[src/rtl/mantissa_denormalizer_pkg.sv]
// Shared numeric definitions for the AdaIN fixed-point path: default widths,
// index-width helper and the payload carried between denormaliser stages.
package adaIN_num_pkg;

    function automatic int unsigned idx_width(input int unsigned w);
        return (w <= 1) ? 1 : $clog2(w);
    endfunction

    localparam int unsigned WIDTH_DEF  = 48;
    localparam int unsigned MANT_W_DEF = 16;
    localparam int unsigned IDX_W_DEF  = idx_width(WIDTH_DEF);
    localparam int unsigned SH_W       = WIDTH_DEF + MANT_W_DEF;

    // data holds the full {WIDTH zeros, mantissa} field as it is shifted up
    typedef struct packed {
        logic                 nz;
        logic                 ovf;
        logic [IDX_W_DEF-1:0] idx;
        logic [SH_W-1:0]      data;
    } denorm_beat_t;

endpackage

[src/rtl/mantissa_denormalizer_if.sv]
// Valid/ready bus of the mantissa denormaliser: input beat plus result channel.
interface mantissa_denormalizer_if
    import adaIN_num_pkg::*;
#(
    parameter int unsigned WIDTH  = WIDTH_DEF,
    parameter int unsigned MANT_W = MANT_W_DEF,
    parameter int unsigned IDX_W  = idx_width(WIDTH)
);
    logic              in_valid;
    logic              in_ready;
    logic              in_nz;
    logic [IDX_W-1:0]  in_idx;
    logic [MANT_W-1:0] in_mant;
    logic              out_valid;
    logic              out_ready;
    logic [WIDTH-1:0]  out_data;
    logic              out_ovf;

    modport master (
        output in_valid, in_nz, in_idx, in_mant, out_ready,
        input  in_ready, out_valid, out_data, out_ovf
    );

    modport slave (
        input  in_valid, in_nz, in_idx, in_mant, out_ready,
        output in_ready, out_valid, out_data, out_ovf
    );
endinterface

[src/rtl/mantissa_denormalizer_denorm_shift_stage.sv]
// One registered log-shifter pipeline stage: shifts the payload left by
// idx[SHIFT_LSB +: SHIFT_BITS] * 2**GRAN_LOG2 and holds it under back-pressure.
module denorm_shift_stage
    import adaIN_num_pkg::*;
#(
    parameter int unsigned SHIFT_LSB  = 0,
    parameter int unsigned SHIFT_BITS = 3,
    parameter int unsigned GRAN_LOG2  = 0
) (
    input  logic         clk,
    input  logic         rst_n,
    input  logic         in_valid,
    output logic         in_ready,
    input  denorm_beat_t in_beat,
    output logic         out_valid,
    input  logic         out_ready,
    output denorm_beat_t out_beat
);
    logic                  valid_q, valid_d;
    denorm_beat_t          beat_q, beat_d;
    logic [SHIFT_BITS-1:0] sel;
    logic [31:0]           shamt;

    // Loads when empty or when the held beat leaves this cycle
    assign in_ready = !valid_q || out_ready;

    always_comb begin
        sel     = in_beat.idx[SHIFT_LSB +: SHIFT_BITS];
        shamt   = 32'(sel) << GRAN_LOG2;
        valid_d = valid_q;
        beat_d  = beat_q;
        if (in_ready) begin
            valid_d = in_valid;
            if (in_valid) begin
                beat_d      = in_beat;
                beat_d.data = in_beat.data << shamt;
            end
        end
    end

    always_ff @(posedge clk) begin
        if (!rst_n) begin
            valid_q <= 1'b0;
            beat_q  <= '0;
        end else begin
            valid_q <= valid_d;
            beat_q  <= beat_d;
        end
    end

    assign out_valid = valid_q;
    assign out_beat  = beat_q;
endmodule

[src/rtl/mantissa_denormalizer.sv]
// 3-stage inverse of the leading-one encoder: places the mantissa MSB at bit in_idx.
// Define DENORM_ROUND_EN to round half-up on truncated bits instead of truncating.
module mantissa_denormalizer
    import adaIN_num_pkg::*;
#(
    parameter int unsigned WIDTH  = WIDTH_DEF,
    parameter int unsigned MANT_W = MANT_W_DEF,
    parameter int unsigned IDX_W  = idx_width(WIDTH)
) (
    input logic                   clk,
    input logic                   rst_n,
    mantissa_denormalizer_if.slave bus
);
    logic         s1_valid_q, s1_valid_d;
    denorm_beat_t s1_beat_q, s1_beat_d;
    logic         s1_ready;
    logic         s2_ready, s2_valid;
    denorm_beat_t s2_beat;
    logic         s3_ready, s3_valid;
    denorm_beat_t s3_beat;
    logic [WIDTH-1:0] field;
    logic             unused_bits;

    assign s1_ready     = !s1_valid_q || s2_ready;
    assign bus.in_ready = s1_ready;

    // S1: capture the beat and decode zero / overflow up front
    always_comb begin
        s1_valid_d = s1_valid_q;
        s1_beat_d  = s1_beat_q;
        if (s1_ready) begin
            s1_valid_d = bus.in_valid;
            if (bus.in_valid) begin
                s1_beat_d.nz   = bus.in_nz;
                s1_beat_d.ovf  = bus.in_nz && (32'(bus.in_idx) >= WIDTH);
                s1_beat_d.idx  = bus.in_idx;
                s1_beat_d.data = bus.in_nz ? SH_W'(bus.in_mant) : '0;
            end
        end
    end

    always_ff @(posedge clk) begin
        if (!rst_n) begin
            s1_valid_q <= 1'b0;
            s1_beat_q  <= '0;
        end else begin
            s1_valid_q <= s1_valid_d;
            s1_beat_q  <= s1_beat_d;
        end
    end

    denorm_shift_stage #(
        .SHIFT_LSB  (3),
        .SHIFT_BITS (IDX_W - 3),
        .GRAN_LOG2  (3)
    ) u_s2_coarse (
        .clk       (clk),
        .rst_n     (rst_n),
        .in_valid  (s1_valid_q),
        .in_ready  (s2_ready),
        .in_beat   (s1_beat_q),
        .out_valid (s2_valid),
        .out_ready (s3_ready),
        .out_beat  (s2_beat)
    );

    denorm_shift_stage #(
        .SHIFT_LSB  (0),
        .SHIFT_BITS (3),
        .GRAN_LOG2  (0)
    ) u_s3_fine (
        .clk       (clk),
        .rst_n     (rst_n),
        .in_valid  (s2_valid),
        .in_ready  (s3_ready),
        .in_beat   (s2_beat),
        .out_valid (s3_valid),
        .out_ready (bus.out_ready),
        .out_beat  (s3_beat)
    );

    // S3 output side: field extract, optional rounding, saturate / zero
    always_comb begin
        field = s3_beat.data[WIDTH+MANT_W-2 : MANT_W-1];
`ifdef DENORM_ROUND_EN
        if (32'(s3_beat.idx) < MANT_W - 1)
            field = field + WIDTH'(s3_beat.data[MANT_W-2]);
`endif
        bus.out_data = '0;
        bus.out_ovf  = 1'b0;
        if (s3_beat.nz) begin
            if (s3_beat.ovf) begin
                bus.out_data = '1;
                bus.out_ovf  = 1'b1;
            end else begin
                bus.out_data = field;
            end
        end
    end

    assign bus.out_valid = s3_valid;
    assign unused_bits   = ^{s3_beat.data[SH_W-1], s3_beat.data[MANT_W-2:0], s3_beat.idx};
endmodule
[src/flat_wrapper.sv]
// flat-port wrapper written by rule: the top's interface ports become plain ports
module mantissa_denormalizer_flat import adaIN_num_pkg::*;
#(
    parameter int unsigned WIDTH  = WIDTH_DEF,
    parameter int unsigned MANT_W = MANT_W_DEF,
    parameter int unsigned IDX_W  = idx_width(WIDTH)
)
  (clk, rst_n, bus_in_valid, bus_in_nz, bus_in_idx, bus_in_mant, bus_out_ready, bus_in_ready, bus_out_valid, bus_out_data, bus_out_ovf);
  mantissa_denormalizer_if #(.WIDTH(WIDTH), .MANT_W(MANT_W), .IDX_W(IDX_W)) bus_i ();
  input logic clk;
  input logic rst_n;
  input wire logic [$bits(bus_i.in_valid)-1:0] bus_in_valid;
  input wire logic [$bits(bus_i.in_nz)-1:0] bus_in_nz;
  input wire logic [$bits(bus_i.in_idx)-1:0] bus_in_idx;
  input wire logic [$bits(bus_i.in_mant)-1:0] bus_in_mant;
  input wire logic [$bits(bus_i.out_ready)-1:0] bus_out_ready;
  output wire logic [$bits(bus_i.in_ready)-1:0] bus_in_ready;
  output wire logic [$bits(bus_i.out_valid)-1:0] bus_out_valid;
  output wire logic [$bits(bus_i.out_data)-1:0] bus_out_data;
  output wire logic [$bits(bus_i.out_ovf)-1:0] bus_out_ovf;
  assign bus_i.in_valid = bus_in_valid;
  assign bus_i.in_nz = bus_in_nz;
  assign bus_i.in_idx = bus_in_idx;
  assign bus_i.in_mant = bus_in_mant;
  assign bus_i.out_ready = bus_out_ready;
  assign bus_in_ready = bus_i.in_ready;
  assign bus_out_valid = bus_i.out_valid;
  assign bus_out_data = bus_i.out_data;
  assign bus_out_ovf = bus_i.out_ovf;
  mantissa_denormalizer #(.WIDTH(WIDTH), .MANT_W(MANT_W), .IDX_W(IDX_W)) u_core (.clk(clk), .rst_n(rst_n), .bus(bus_i));
endmodule
[config.mk]
export PLATFORM = sky130hd
export DESIGN_NAME = mantissa_denormalizer_flat
export DESIGN_NICKNAME = d
export VERILOG_FILES = /design/src/rtl/mantissa_denormalizer_pkg.sv /design/src/rtl/mantissa_denormalizer_if.sv /design/src/rtl/mantissa_denormalizer_denorm_shift_stage.sv /design/src/rtl/mantissa_denormalizer.sv /design/src/flat_wrapper.sv
export SDC_FILE = /design/constraint.sdc
export NUM_CORES = 1
export LEC_CHECK = 0
export ABC_AREA = 0
export ABC_CLOCK_PERIOD_IN_PS = 1900
export BUFFER_PORTS_ARGS = -buffer_cell sky130_fd_sc_hd__buf_2
export CORE_ASPECT_RATIO = 0.7
export CORE_UTILIZATION = 42
export DETAILED_ROUTE_END_ITERATION = 8
export SKIP_CTS_REPAIR_TIMING = 1
export SYNTH_ARGS = -nofsm -noshare
export SYNTH_HDL_FRONTEND = slang
export SYNTH_SLANG_ARGS = --single-unit
[constraint.sdc]
create_clock -name clk -period 1.9 [get_ports clk]
set_input_delay 0.38 -clock clk [delete_from_list [all_inputs] [get_ports clk]]
set_output_delay 0.38 -clock clk [all_outputs]
set_load 0.02 [all_outputs]
# Word-level counts from Yosys, hierarchy flattened
# Index checks and enable logic that the tools add are counted.
# W data, S select, Z words.
# word_totals
ram_bits	0
latch_bits	0
ff_bits	209
output_inout_bits	51
romBits	0
memories	0
input_bits	27
# op_classes
n_mux	5
n_eq_ne	0
add_sub_neg	0
n_div	0
bitwise_logic	0
n_lt_le_gt_ge	1
shifts	2
reduce_logical	10
n_mul	0
# ops
operator	n
$mux W48	2
$shl A64 B3 Y63	1
$shl A64 B6 Y64	1
$mux W16	1
$ge A6 B6 Y1 const B	1
$reduce_and A2 Y1	3
$logic_not A1 Y1	3
$logic_or A1 B1 Y1	3
$mux W1	2
$logic_and A1 B1 Y1	1

# Longest topological paths before layout
# Gate-level depths: netlist of the first run.
# depth
word_depth	5
mapped_depth	7
ltp_nobuf	4

# Cells and area by module
# A second synthesis of the first run with hierarchy kept.
# unflattened
hier_cells	987
area_unflattened_um2	9823.2
# by_module_without_submodules
mod	n_inst	area_each_um2	cells_per_inst
denorm_shift_stage at u_core.u_s3_fine	1	4292.9	408
denorm_shift_stage at u_core.u_s2_coarse	1	4077.7	406
mantissa_denormalizer	1	1452.6	173

# Least setup slack after synthesis of the first run
# OpenSTA, ideal clock, no wires.
# synth_path
path_type	register to register
start	register u_core.u_s2_coarse.beat_q (netlist bit u_core.u_s2_coarse.out_beat[66])
end	register u_core.u_s3_fine.beat_q (netlist bit u_core.u_s3_fine.out_beat[30])
path_buffers	3
path_stages_with_launch	6
required_ns	1.819
setup_slack_ns	0.254
arrival_ns	1.565
path_cell_list	dfxtp_1 > buf_2 > buf_2 > clkbuf_1 > mux4_2 > a211oi_2
# synth_via
elab_chain_cells	1
# synth_lines
item	line_no	rtl
start: declaration	mantissa_denormalizer_denorm_shift_stage.sv:20	denorm_beat_t beat_q, beat_d;
start signal: assignment	mantissa_denormalizer_denorm_shift_stage.sv:47	beat_q <= beat_d;
$shl A64 B3 Y63	mantissa_denormalizer_denorm_shift_stage.sv:36	beat_d.data = in_beat.data << shamt;
end signal: assignment	mantissa_denormalizer_denorm_shift_stage.sv:47	
end: declaration	mantissa_denormalizer_denorm_shift_stage.sv:20	
# No other way between the ends.
# A chain may end at the register's enable or synchronous reset.

# Final worst setup path of the first run
# layout_path
start	register u_core.u_s2_coarse.beat_q (netlist bit u_core.u_s2_coarse.out_beat[65])
end	register u_core.u_s3_fine.beat_q (netlist bit u_core.u_s3_fine.out_beat[46])
# The elaborated chain is that of the path after synthesis.

==> metrics, run 1 <==
Pins Over Slew Limit=0; Worst R2R End=u_core.u_s3_fine.out_beat[46]; crit path kind=flip-flop to flip-flop; Syn Nets=roughly 840; biggest area consumer among synthesized cells=dfxtp_1; Seq/Total Area, Yosys=a little over a third; # fillers=1646; MaxCap Viol Count=0; DP HPWL=about 16 mm; ant diodes=0; first-pass GRT wire length=~36 mm; vias in the first global route=~6600; Slowest cell on crit path=mux2i_1; Initial Util=a little over two fifths; clock root buffer=clkbuf_16; worst slew pin tran=0.792 ns; die area=roughly 19000 um2; Multi-input gate area=approximately 4700 um2; grt total ovfl=0; Startpoint Class=flip-flop; Area growth, synth to finish=15.6%; FMAX=0.544 GHz; Setup crit end=u_core.u_s3_fine.out_beat[46]; Crit path largest cell delay=0.63 ns; nets=about 860; min Tclk post-route=~1.8 ns; reg2reg path depth=4; pwr/cell area=about 780 nW/um2; Hold Startpoint=bus_in_idx[0]; Setup crit start=u_core.u_s2_coarse.out_beat[65]; vias=approximately 6900; Routed WL=about 23 mm; Final Hold Fails=0; Chip Height=117 um; Register Area=2750 um2; final setup TNS=0 ns; initial drt markers=between 600 and 700; Post-DRT Antenna Nets=0; Data required, critical path=~2.2 ns; routability cong.=around 0.95; Clk Latency, worst-skew pair=0.42 ns; synth unique cells=33; clock skew=0.0102 ns; status=finished with violations; #FFs+latches synth=~140; Vias per Instance=between 6 and 7; CTS sink count=137; wire per inst=roughly 21 um; peak supply drop=400 uV; failing checks=design-rule violations; Site Rows=41; slew margin rel.=a little under half; crit-path cells=buf_4, mux2i_1, mux4_2, a211oi_2; CTS max path bufs=2; worst path arrival time=2.11 ns; CTS buffer count=17; detailed-route DRC error count=12; Syn Inst Count=between 800 and 900; pin count of the biggest net entering global routing=62; # setup viols final=0; Clk pin slew, worst setup/hold paths=0.06 ns; period utilisation layout=between 90% and 100%; Area contributors post-synth=dfxtp_1 35%, mux4_2 14%, a21oi_1 8.7%; Synthesis Warnings=0; final core area utilization=between 50% and 60%; Leak=approximately 0.0029 uW; CP max FO=9; layout cells sized above 1=~29%; initial antenna violation count=0; Post-Syn Area=7880 um2; worst hold stages=3; 1st-pass router iterations=7; die width=between 150 and 200 um; top-area cell type share of the netlist area=a little over a third; FF-to-FF setup slack=0.06 ns; H-tree levels=4; Port-buffer cells=77; Syn Area/Cell=a little under 10 um2; CTS tree=yes; worst reg2reg path startpoint=u_core.u_s2_coarse.out_beat[65]; IO Count=between 70 and 80; unrepaired setup endpoints after global routing=no; Worst Hold Class=input pin to flip-flop; Worst setup EP type=flip-flop; total core area=between 15000 and 20000 um2; global-route usage over all layers=a little under a quarter
-- cell usage in the layout (no fill, tap or decap), drive strengths merged --
cell / count
nor2b: 4
and3: 1
nand3b: 1
dfxtp: 137
a22oi: 12
nor2: 3
and3b: 18
nand3: 15
bufinv: 4
a311oi: 4
a211oi: 52
buf: 110
mux2: 14
nand2b: 5
inv: 7
nand4: 47
nor3b: 1
o21a: 48
and4b: 1
and2: 3
a21oi: 137
mux4: 48
o2111ai: 16
o21ai: 78
mux2i: 49
clkbuf: 20
clkinv: 7
-- how the worst min path moves through the flow --
stage,end
detailed placement,u_core.u_s3_fine.out_beat[70]
global placement,u_core.u_s3_fine.out_beat[70]
CTS,u_core.s1_beat_q[68]
finish,u_core.s1_beat_q[64]
global route,u_core.s1_beat_q[64]
floorplan,u_core.u_s3_fine.out_beat[70]
-- report_power, final --
group	switching (uW)	internal (uW)	leakage [uW]
clock network	1280	2230	0.000308
logic	346	220	0.00148
registers	89.1	2970	0.00112
total	1720	5420	0.00290
-- logic make-up (layout without fill, tap and decap cells) --
kind of cell,count (synthesis),after routing,share of synthesized area [%]
AO/OA/AOI/OAI,347,347,28.7
buffers and inverters,114,148,6.33
flip-flops,137,137,34.8
multiplexers,111,111,21.9
AND/OR/NAND/NOR,99,99,8.24
-- sequential cells by signal, indices dropped and copies added, names as in the netlist --
register / cells
u_core.u_s3_fine.out_valid: 1
u_core.u_s3_fine.out_beat: 50
u_core.s1_beat_q: 24
u_core.u_s2_coarse.out_valid: 1
u_core.u_s2_coarse.out_beat: 60
u_core.s1_valid_q: 1
-- metal layers --
layer,up-vias,track usage (%),wire (um)
met5,-,0,0
li1,3192,-,-
met4,0,6.23,298
met1,3415,33.2,11000
met3,27,5.79,1570
met2,260,37.4,10100
-- layout make-up --
class | count | area share, %
Clock inverter | 12 | 1.90
Tap cell | 236 | 3.24
Multi-Input combinational cell | 557 | 51.0
Sequential cell | 137 | 30.2
Clock buffer | 20 | 4.90
Timing Repair Buffer | 110 | 8.46
Inverter | 6 | 0.275
-- worst max-delay path: cells and delay by family (launching register included) --
| kind | cells | cell delay (ns) |
|---|---|---|
| compound gates | 1 | 0.07 |
| buf+inv | 1 | 0.21 |
| flops | 1 | 0.36 |
| mux | 2 | 1.05 |
-- Yosys cell counts, drive strengths merged --
master and count:
o2111ai 16, and2 3, and4b 1, nand3b 1, clkbuf 82, nor3b 1
nor2 3, nand2b 5, mux2i 49, a22oi 12, nor2b 4, a211oi 52
dfxtp 137, o21ai 78, a21oi 137, nand4 47, and3b 18, mux4 48
buf 26, o21a 48, a311oi 4, and3 1, nand3 15, mux2 14
inv 6
-- stage by stage --
stage / worst slack [ns] / area [um2] / hold slack [ns] / power, uW / std cells
detailed placement: 0.170 / 8490 / 0.450 / 3680 / 1046
CTS: 0.0913 / 9110 / 0.224 / 7150 / 1078
finish: 0.0618 / 9110 / 0.233 / 7130 / 1078
floorplan: 0.254 / 7880 / 0.440 / 3500 / 808
global route: 0.0125 / 9110 / 0.239 / 7330 / 1078
global placement: 0.201 / 8490 / 0.448 / 3650 / 1046
Note: power is estimated with default switching activity, not from simulation.
==> run 2: changes to the inputs <==
--- a/config.mk
+++ b/config.mk
@@ -14,4 +14,5 @@
 export SKIP_CTS_REPAIR_TIMING = 1
 export SYNTH_ARGS = -nofsm -noshare
 export SYNTH_HDL_FRONTEND = slang
+export SYNTH_HIERARCHICAL = 1
 export SYNTH_SLANG_ARGS = --single-unit
==> run 2 against run 1 <==
Compared with the run above: the run now ends clean; non-clock buffer count increased by 19; power up 8.2%; clock skew grew 0.0019 ns; critical path depth grew 1; clock power hardly changed; final cell count is 19% higher; critical path type is now flip-flop to output pin; die area grew 5.2%; largest power group unchanged; core utilization increased by 2.8 points; fmax shrank 0.21%; via count is 1.4% higher; worst setup slack worse by 0.0039 ns.
==> metrics, run 2 <==
1st-pass router iterations=5 (-2); # setup viols final=0 (unchanged); CTS tree=yes; die width=170 um (+2.6%); Chip Height=120 um (+2.6%); unrepaired setup endpoints after global routing=no; wire per inst=16.8 um (-21%); Data required, critical path=1.52 ns (-0.65 ns); first-pass GRT wire length=35.3 mm (-2.5%); initial antenna violation count=0 (unchanged); Register Area=2760 um2 (+0.27%); # fillers=1809 (+9.9%); Crit path largest cell delay=0.35 ns (-0.28 ns); Multi-input gate area=5440 um2 (+17%); clock root buffer=clkbuf_16; Clk Latency, worst-skew pair=0.42 ns (about the same); grt total ovfl=0 (unchanged); CTS buffer count=17 (unchanged); Post-DRT Antenna Nets=0 (unchanged); peak supply drop=593 uV (+48%); Hold EP=u_core/s1_beat_q[66]; crit path kind=flip-flop to output pin; Hold Startpoint=bus_in_idx[2]; initial drt markers=546 (-21%); FMAX=0.543 GHz (-0.21%); detailed-route DRC error count=0 (-12); MaxCap Viol Count=0 (unchanged); status=complete, no violations; slew margin rel.=27.6% (-19 points); most common cell after layout, fill and taps aside=dfxtp_1; period utilisation layout=97.0% (+0.20 points); Worst Hold Class=input pin to flip-flop; Clk pin slew, worst setup/hold paths=0.06 ns (about the same); FF-to-FF setup slack=0.17 ns (+0.11 ns); vias in the first global route=6536 (-0.31%); Worst setup EP type=output pin; min Tclk post-route=1.84 ns (+0.00388 ns); worst slew pin tran=1.08 ns (+0.287 ns); nets=1037 (+21%); IO Count=78 (unchanged); Syn Inst Count=840 (+4.0%); Vias per Instance=5.43 (-15%); Port-buffer cells=77 (unchanged); Slowest cell on crit path=dfxtp_2; die area=20300 um2 (+5.2%); most frequent cells in the layout=131 x dfxtp_1, 124 x conb_1, 78 x o21ai_0; Syn Area/Cell=9.88 um2 (+1.3%); Synthesis Warnings=6 (+6); DP HPWL=15.8 mm (+0.17%); Initial Util=43.4% (+0.096 points); reg2reg path depth=4 (unchanged); vias=6991 (+1.4%); CTS max path bufs=2 (unchanged); Leak=0.00400 uW (+38%); Routed WL=21.7 mm (-5.6%); worst hold stages=3 (unchanged); Pins Over Slew Limit=0 (unchanged); worst path arrival time=1.46 ns (-0.65 ns); DP Cell Count=1255 (+20%); Startpoint Class=flip-flop; Post-Layout Cell Count=1288 (+19%); pwr/cell area=764 nW/um2 (-2.4%); total core area=19100 um2 (+5.0%); Crit path top cell by count=nand2b_4; clock skew=0.0121 ns (+0.00192 ns); Post-Syn Area=8300 um2 (+5.3%); setup slack after layout=0.0579 ns (-0.00388 ns); Area growth, synth to finish=21.7%; worst reg2reg path startpoint=u_core/u_s2_coarse/out_valid; Final Hold Fails=0 (unchanged); CTS sink count=137 (unchanged); layout cells sized above 1=25.4% (-3.2 points); crit-path cells=nand2b_4, nor2b_4, inv_2, nand2b_4, buf_6; Site Rows=42 (+2.4%); pin count of the biggest net entering global routing=153 (+150%); Worst R2R End=u_core/u_s2_coarse/out_beat[28]; max FFs per register=60 (unchanged); global-route usage over all layers=22.3% (-1.6 points); Setup WS pre-CTS=-0.0294 ns (-0.199 ns); H-tree levels=4 (unchanged); CP max FO=10 (+1); routability cong.=0.793 (-16%)
==> run 2: worst max-delay path, delay by kind of cell, from the launching register on <==
| family | cells | cell delay, ns |
|---|---|---|
| AND/OR/NAND/NOR | 3 | 0.45 |
| flip-flops | 1 | 0.35 |
| buffers and inverters | 2 | 0.23 |
==> run 2: final cells by class <==
type / count / share of cell area (%)
multi-input combinational: 719 / 53.8
timing repair buffer: 129 / 9.13
inverter: 6 / 0.223
clock buffer: 24 / 5.18
tap: 264 / 3.27
clock inverter: 8 / 1.05
antenna: 1 / 0.0248
sequential: 137 / 27.3
==> run 2: how the worst max path moves through the flow <==
| stage | start | endpoint | slack, ns | cells after the start |
|---|---|---|---|---|
| 6_report | u_core/u_s3_fine/out_valid | bus_in_ready | 0.06 | 5 |
| 5_1_grt | u_core/u_s3_fine/out_valid | bus_in_ready | 0.003 | 5 |
| 2_1_floorplan | u_core/u_s3_fine/out_valid | u_core/s1_beat_q[10] | 0.14 | 9 |
| 3_5_place_dp | bus_out_ready | u_core/u_s2_coarse/out_beat[47] | -0.03 | 9 |
| 3_3_place_gp | bus_out_ready | u_core/u_s2_coarse/out_beat[47] | -0.03 | 9 |
| 4_1_cts | u_core/u_s2_coarse/out_valid | bus_in_ready | -0.13 | 4 |
==> run 2: per-stage QoR <==
| stage | total power [uW] | hold slack [ns] | instance area, um2 | setup TNS (ns) | utilization, % |
|---|---|---|---|---|---|
| after floorplan | 3960 | 0.435 | 8760 | 0 | - |
| after global placement | 4250 | 0.450 | 9440 | -0.0338 | 49.4 |
| after detailed placement | 4260 | 0.454 | 9440 | -0.181 | 49.4 |
| after CTS | 7740 | 0.192 | 10100 | -0.134 | 52.6 |
| after global routing | 8020 | 0.217 | 10100 | 0 | 52.8 |
| final | 7720 | 0.198 | 10100 | 0 | 52.8 |
==> run 2: power breakdown <==
part           total, uW  internal, uW  switching, uW
logic               1050           505            545
registers           3180          3020            155
clock network       3490          2190           1300
==> run 2: per-layer routing <==
layer  vias to the layer above  share of wire [%]  GRT usage [%]
met5                         -                  0              0
met4                         0                1.0           5.69
met3                        17                6.0           5.38
met2                       172                 43           32.3
met1                      3403                 50           32.9
li1                       3399                  -              -
